--- src/rtl/coeff_load_sequencer_pkg.sv ---
// ---------------------------------------------------------------------------
// coeff_load_sequencer_pkg
// Shared definitions for loading the right-channel filter tables. These are
// used by the load sequencer, the coefficient/rj memories and the filter
// controller.
//   DW          : width of the data words written into both tables
//   RJ_DEPTH    : number of entries in the rj table (power of 2)
//   COEFF_DEPTH : number of entries in the coefficient memory (power of 2)
//   RJ_AW       : rj table address width
//   COEFF_AW    : coefficient memory address width
//   CNT_W       : width of the shared sequencing counter, which covers the
//                 larger of the two tables
//   load_state_t: 3-bit encoding of the load sequencer states
// ---------------------------------------------------------------------------
package coeff_load_sequencer_pkg;

    localparam int DW          = 16;
    localparam int RJ_DEPTH    = 16;
    localparam int COEFF_DEPTH = 512;

    localparam int RJ_AW    = $clog2(RJ_DEPTH);
    localparam int COEFF_AW = $clog2(COEFF_DEPTH);
    localparam int CNT_W    = (COEFF_AW > RJ_AW) ? COEFF_AW : RJ_AW;

    typedef enum logic [2:0] {
        ST_IDLE       = 3'd0,
        ST_ZERO       = 3'd1,
        ST_LOAD_RJ    = 3'd2,
        ST_LOAD_COEFF = 3'd3,
        ST_DONE       = 3'd4
    } load_state_t;

endpackage

--- src/rtl/coeff_load_sequencer.sv ---
// ---------------------------------------------------------------------------
// coeff_load_sequencer
// Sequences loading of the right-channel filter tables. After start_load the
// coefficient memory is zero-filled one address per cycle. The incoming word
// stream is then routed first into the rj table and then into the coefficient
// memory. Every output is registered, and each write enable is a
// single-cycle pulse.
//
// Ports
//   Sclk        in   system clock; all logic runs on the rising edge
//   clear       in   synchronous active-high reset
//   start_load  in   1-cycle pulse: begin a full load, or restart one
//   word_valid  in   1-cycle strobe: word_in holds a new word
//   word_in     in   incoming word (DW bits)
//   rj_we       out  rj table write enable
//   rj_addr     out  rj table write address
//   coeff_we    out  coefficient memory write enable
//   coeff_addr  out  coefficient memory write address
//   wdata       out  write data to both tables (0 when no write is issued)
//   busy        out  high while zero-filling or loading
//   load_done   out  high once both tables are fully loaded
//   load_err    out  sticky: a word arrived during zero-fill; only clear
//                    resets it
// ---------------------------------------------------------------------------
module coeff_load_sequencer
    import coeff_load_sequencer_pkg::*;
(
    input  logic                Sclk,
    input  logic                clear,
    input  logic                start_load,
    input  logic                word_valid,
    input  logic [DW-1:0]       word_in,
    output logic                rj_we,
    output logic [RJ_AW-1:0]    rj_addr,
    output logic                coeff_we,
    output logic [COEFF_AW-1:0] coeff_addr,
    output logic [DW-1:0]       wdata,
    output logic                busy,
    output logic                load_done,
    output logic                load_err
);

    localparam logic [CNT_W-1:0] LAST_RJ    = CNT_W'(RJ_DEPTH - 1);
    localparam logic [CNT_W-1:0] LAST_COEFF = CNT_W'(COEFF_DEPTH - 1);

    load_state_t      r_state;
    logic [CNT_W-1:0] r_cnt;

    // A single counter is shared by all three phases. It is only reset
    // through a phase change, so no phase can address past its table.
    always_ff @(posedge Sclk) begin
        if (clear) begin
            r_state    <= ST_IDLE;
            r_cnt      <= '0;
            rj_we      <= 1'b0;
            rj_addr    <= '0;
            coeff_we   <= 1'b0;
            coeff_addr <= '0;
            wdata      <= '0;
            busy       <= 1'b0;
            load_done  <= 1'b0;
            load_err   <= 1'b0;
        end else begin
            // Enables are pulses and wdata idles at zero. Addresses keep
            // their last value.
            rj_we    <= 1'b0;
            coeff_we <= 1'b0;
            wdata    <= '0;

            if (start_load) begin
                // start_load has priority over everything, including a word
                // arriving in the same cycle. That word is dropped and does
                // not count as an error. A write already registered in the
                // previous cycle has been presented to the memory by now, so
                // aborting here never cuts one short.
                r_state   <= ST_ZERO;
                r_cnt     <= '0;
                busy      <= 1'b1;
                load_done <= 1'b0;
            end else begin
                case (r_state)
                    ST_ZERO: begin
                        coeff_we   <= 1'b1;
                        coeff_addr <= r_cnt[COEFF_AW-1:0];
                        if (word_valid) begin
                            load_err <= 1'b1;
                        end
                        if (r_cnt == LAST_COEFF) begin
                            r_state <= ST_LOAD_RJ;
                            r_cnt   <= '0;
                        end else begin
                            r_cnt <= r_cnt + 1'b1;
                        end
                    end

                    ST_LOAD_RJ: begin
                        if (word_valid) begin
                            rj_we   <= 1'b1;
                            rj_addr <= r_cnt[RJ_AW-1:0];
                            wdata   <= word_in;
                            if (r_cnt == LAST_RJ) begin
                                r_state <= ST_LOAD_COEFF;
                                r_cnt   <= '0;
                            end else begin
                                r_cnt <= r_cnt + 1'b1;
                            end
                        end
                    end

                    ST_LOAD_COEFF: begin
                        if (word_valid) begin
                            coeff_we   <= 1'b1;
                            coeff_addr <= r_cnt[COEFF_AW-1:0];
                            wdata      <= word_in;
                            if (r_cnt == LAST_COEFF) begin
                                // load_done rises in the same cycle as the
                                // last coefficient write pulse.
                                r_state   <= ST_DONE;
                                busy      <= 1'b0;
                                load_done <= 1'b1;
                            end else begin
                                r_cnt <= r_cnt + 1'b1;
                            end
                        end
                    end

                    ST_IDLE, ST_DONE: begin
                        // Stray words are ignored. DONE holds until the next
                        // start_load or clear.
                    end

                    default: begin
                        r_state <= ST_IDLE;
                        busy    <= 1'b0;
                    end
                endcase
            end
        end
    end

endmodule

--- config.mk ---
export PLATFORM = sky130hd
export DESIGN_NAME = coeff_load_sequencer
export DESIGN_NICKNAME = d
export VERILOG_FILES = /design/src/rtl/coeff_load_sequencer_pkg.sv /design/src/rtl/coeff_load_sequencer.sv
export SDC_FILE = /design/constraint.sdc
export NUM_CORES = 1
export LEC_CHECK = 0
export BUFFER_PORTS_ARGS = -buffer_cell sky130_fd_sc_hd__buf_2
export CORE_ASPECT_RATIO = 1.2
export CORE_MARGIN = 4
export CORE_UTILIZATION = 35
export CTS_CLUSTER_DIAMETER = 80
export DETAILED_ROUTE_END_ITERATION = 12
export GPL_ROUTABILITY_DRIVEN = 0
export PLACE_DENSITY = 0.67
export SLEW_MARGIN = 20
export SYNTH_ARGS = -nofsm -noshare
export SYNTH_HDL_FRONTEND = slang
export SYNTH_SLANG_ARGS = --single-unit
--- constraint.sdc ---
create_clock -name Sclk -period 4.92 [get_ports Sclk]
set_input_delay 1.23 -clock Sclk [delete_from_list [all_inputs] [get_ports Sclk]]
set_output_delay 1.23 -clock Sclk [all_outputs]
set_load 0.005 [all_outputs]
==> run summary <==
Hold Crit Class = flip-flop to flip-flop
drt wl/cell = 13.0 microns
R2R cell count = 9
hold bufs inserted after CTS = 0
vias in the first global route = 1,526
type of the worst setup path = flip-flop to flip-flop
Final setup viols = 0
CTS tree = yes
DRC viols = 0
clock root buffer = clkbuf_8
register bit total from synthesis = 46
CP startpoint kind = flip-flop
top-area cell type share of the netlist area = 51.9%
Switch Pwr = 139 uW
Pwr Density = 336 mW/mm^2
Seq/Total Area, Yosys = 51.9%
Fin. Hold Viols = 0
Min-Delay Endpoint = load_err$_SDFFE_PP0P_
Setup Buffers After CTS = 0
Synth Area in Compound Gates = 12.1%
die height = 86.0 microns
LEAKAGE = 1.04 nW
slew margin rel. = 49.1%
Sw Ratio = 18.7%
XOR/XNOR Fraction of Synth Area = 0%
first-pass GRT wire length = 6720 microns
largest area contributor in the netlist = dfxtp_1
Flop pwr share = 50.8%
total CTS buffers = 5
CP endpoint kind = flip-flop
Int Power = 604 uW
Area Overhead vs Synth = 24.7%
RR Endpoint = r_cnt[7]$_SDFFE_PP0P_
Ys Warns = 0
post-synthesis cell area = 0.00178 sq mm
post-synthesis mux area share = 7.33%
port bufs = 53
crit-path max FO = 17
R2R setup slack = 2610 ps
VDD IR max = 0.000173 V
chip width = 73.0 microns
Via Count = 1,464
Avg Cell Area, Syn = 9.92 sq um
r2r startpoint = r_cnt[0]$_SDFFE_PP0P_
Starting Density = 35.9%
CTS clk-pin slew, worst paths = 80 ps
latest clock arrival within the worst-skew pair = 290 ps
Fmax = 432 MHz
RSZ-0062 raised after global routing = no
Max Cap Violations = 0
Worst-Margin Slew = 763 ps
layout cells sized above 1 = 30.0%
max-slew violations = 0
die area = 0.00628 sq mm
worst path required time = 5150 ps
Arr. time, crit path = 2540 ps
DRT iter0 DRCs = 100
Adder-Cell Fraction of Synth Area = 2.11%
largest cells by area after synthesis = dfxtp_1 (52%), mux2i_1 (7.3%), and2_1 (6.0%)
Mapped Nets = 202
status = complete, no violations
worst hold start = load_err$_SDFFE_PP0P_
drt first pass iters = 4
Setup TNS = 0 ps
post-cts sizing count = 0
largest net degree at the start of global routing = 24
IO Count = 54
dpl hpwl = 2730 microns
vias per std cell = 5.05
initial antenna violation count = 0
largest family of logic cells by synthesized area = simple AND/OR/NAND/NOR gates
clock buffer depth = 2
H-Tree Depth = 2
power share of the combinational group = 3.9%
total gr overflow = 0
Worst Hold Path Cells = 2
Cells after Synth = 179
total track usage = 13.6%
clock share of power = 45.3%
Tcrit/Tclk final = 47.0%
Synth cell types = 40
final antenna-violating net count = 0
Rows = 28
crit path time final = 2310 ps
Simple-Gate Fraction of Synth Area = 23.0%
Layout Cell Area excl Fill = 0.00221 sq mm
clock skew = 6.17 ps
nets = 252
Routed WL = 3760 microns
Core Footprint = 0.00494 sq mm
number of antenna cells inserted = 0
Placed Area = 0.00207 sq mm
Sink Count = 46
[Yosys cell counts]
| cell | n |
|---|---|
| a2111oi_0 | 1 |
| a21o_1 | 1 |
| a21oi_1 | 11 |
| a311oi_1 | 1 |
| a31o_2 | 1 |
| a31oi_1 | 1 |
| a32o_1 | 2 |
| a41oi_1 | 1 |
| and2_1 | 17 |
| and3_1 | 3 |
| buf_2 | 5 |
| clkbuf_1 | 4 |
| clkbuf_2 | 1 |
| dfxtp_1 | 46 |
| ha_1 | 3 |
| inv_1 | 4 |
| inv_2 | 1 |
| mux2i_1 | 13 |
| nand2_1 | 3 |
| nand2_2 | 1 |
| nand2b_1 | 1 |
| nand3_1 | 3 |
| nand4_1 | 3 |
| nor2_1 | 20 |
| nor2b_1 | 1 |
| nor3_1 | 3 |
| nor3_2 | 1 |
| nor3_4 | 1 |
| nor3b_1 | 1 |
| nor4_1 | 2 |
| o211ai_1 | 2 |
| o21ai_0 | 4 |
| o22a_4 | 1 |
| o31ai_1 | 4 |
| o41ai_1 | 1 |
| or2_2 | 2 |
| or3_1 | 1 |
| or3b_1 | 1 |
| or4_1 | 6 |
| or4b_1 | 1 |
[cell families after synthesis]
logic type	after synthesis
AOI/OAI and AO/OA	31
adders and majority gates	3
buffers and inverters	15
DFF	46
muxes	13
and+or+nand+nor	71
[state kept, by name, summed over array words and instances (netlist names)]
| signal | cells |
|---|---|
| r_state | 3 |
| load_err | 1 |
| load_done | 1 |
| coeff_addr | 9 |
| r_cnt | 9 |
| coeff_we | 1 |
| rj_we | 1 |
| busy | 1 |
| wdata | 16 |
| rj_addr | 4 |
[layer usage]
layer / part of all wire, % / track usage (%) / vias to the layer above
met1: 43 / 15.9 / 657
met5: 0 / 0 / -
li1: - / - / 742
met4: 1.6 / 5.87 / 0
met3: 8.7 / 4.81 / 6
met2: 47 / 22.1 / 59
[cell type report]
cell class	instances	area (sq um)
Inverter	5	18.8
Fill cell	484	2730
Sequential cell	46	921
Timing Repair Buffer	53	265
Multi-Input combinational cell	118	791
Clock inverter	2	60.1
Tap cell	60	75.1
Clock buffer	6	82.6
[worst max-delay path, stage by stage, from the launching register on]
cell and delay (ps):
dfxtp_1 360, ha_1 250, nand2_1 100, nor2_1 50, and3_1 190, ha_1 190
and2_1 190, o22a_4 270, or4_1 510, a21oi_1 140
[through the flow]
step	setup WS, ps	util [%]	power (mW)	hold WS (ps)	instances
finish	2610	44.8	0.743	481	290
global route	2440	44.8	0.778	511	290
CTS	2600	44.8	0.753	489	290
detailed placement	2370	41.9	0.415	466	282
global placement	2390	41.9	0.414	465	282
floorplan	2540	-	0.403	460	179
[layout by cell type (no fill, tap or decap), types with 2 or more instances in the layout]
master | Yosys | routed
a21oi_1 | 11 | 11
a32o_1 | 2 | 2
and2_1 | 17 | 17
and3_1 | 3 | 3
buf_2 | 5 | 53
bufinv_16 | 0 | 2
clkbuf_8 | 0 | 6
dfxtp_1 | 46 | 46
ha_1 | 3 | 3
inv_1 | 4 | 4
mux2i_1 | 13 | 13
nand2_1 | 3 | 3
nand3_1 | 3 | 3
nand4_1 | 3 | 3
nor2_1 | 20 | 20
nor3_1 | 3 | 3
nor4_1 | 2 | 2
o211ai_1 | 2 | 2
o21ai_0 | 4 | 4
o31ai_1 | 4 | 4
or2_2 | 2 | 2
or4_1 | 6 | 6
[power by group through the flow]
| stage | Combinational (mW) | Sequential, mW | Clock, mW |
|---|---|---|---|
| floorplan | 0.0172 | 0.385 | 0 |
| global placement | 0.0286 | 0.386 | 0 |
| detailed placement | 0.0292 | 0.386 | 0 |
| CTS | 0.0292 | 0.377 | 0.347 |
| global route | 0.0328 | 0.378 | 0.367 |
| finish | 0.0291 | 0.377 | 0.337 |
[worst max-delay path by stage]
stage	startpoint	end	slack (ps)	depth (start not counted)
2_1_floorplan	clear	wdata[10]$_SDFF_PP0_	2540	6
3_3_place_gp	clear	wdata[10]$_SDFF_PP0_	2390	4
3_5_place_dp	word_valid	r_cnt[7]$_SDFFE_PP0P_	2370	5
4_1_cts	r_cnt[0]$_SDFFE_PP0P_	r_cnt[7]$_SDFFE_PP0P_	2600	9
5_1_grt	r_cnt[0]$_SDFFE_PP0P_	r_cnt[7]$_SDFFE_PP0P_	2440	9
6_report	r_cnt[0]$_SDFFE_PP0P_	r_cnt[7]$_SDFFE_PP0P_	2610	9
(Power assumes the default switching activity.)
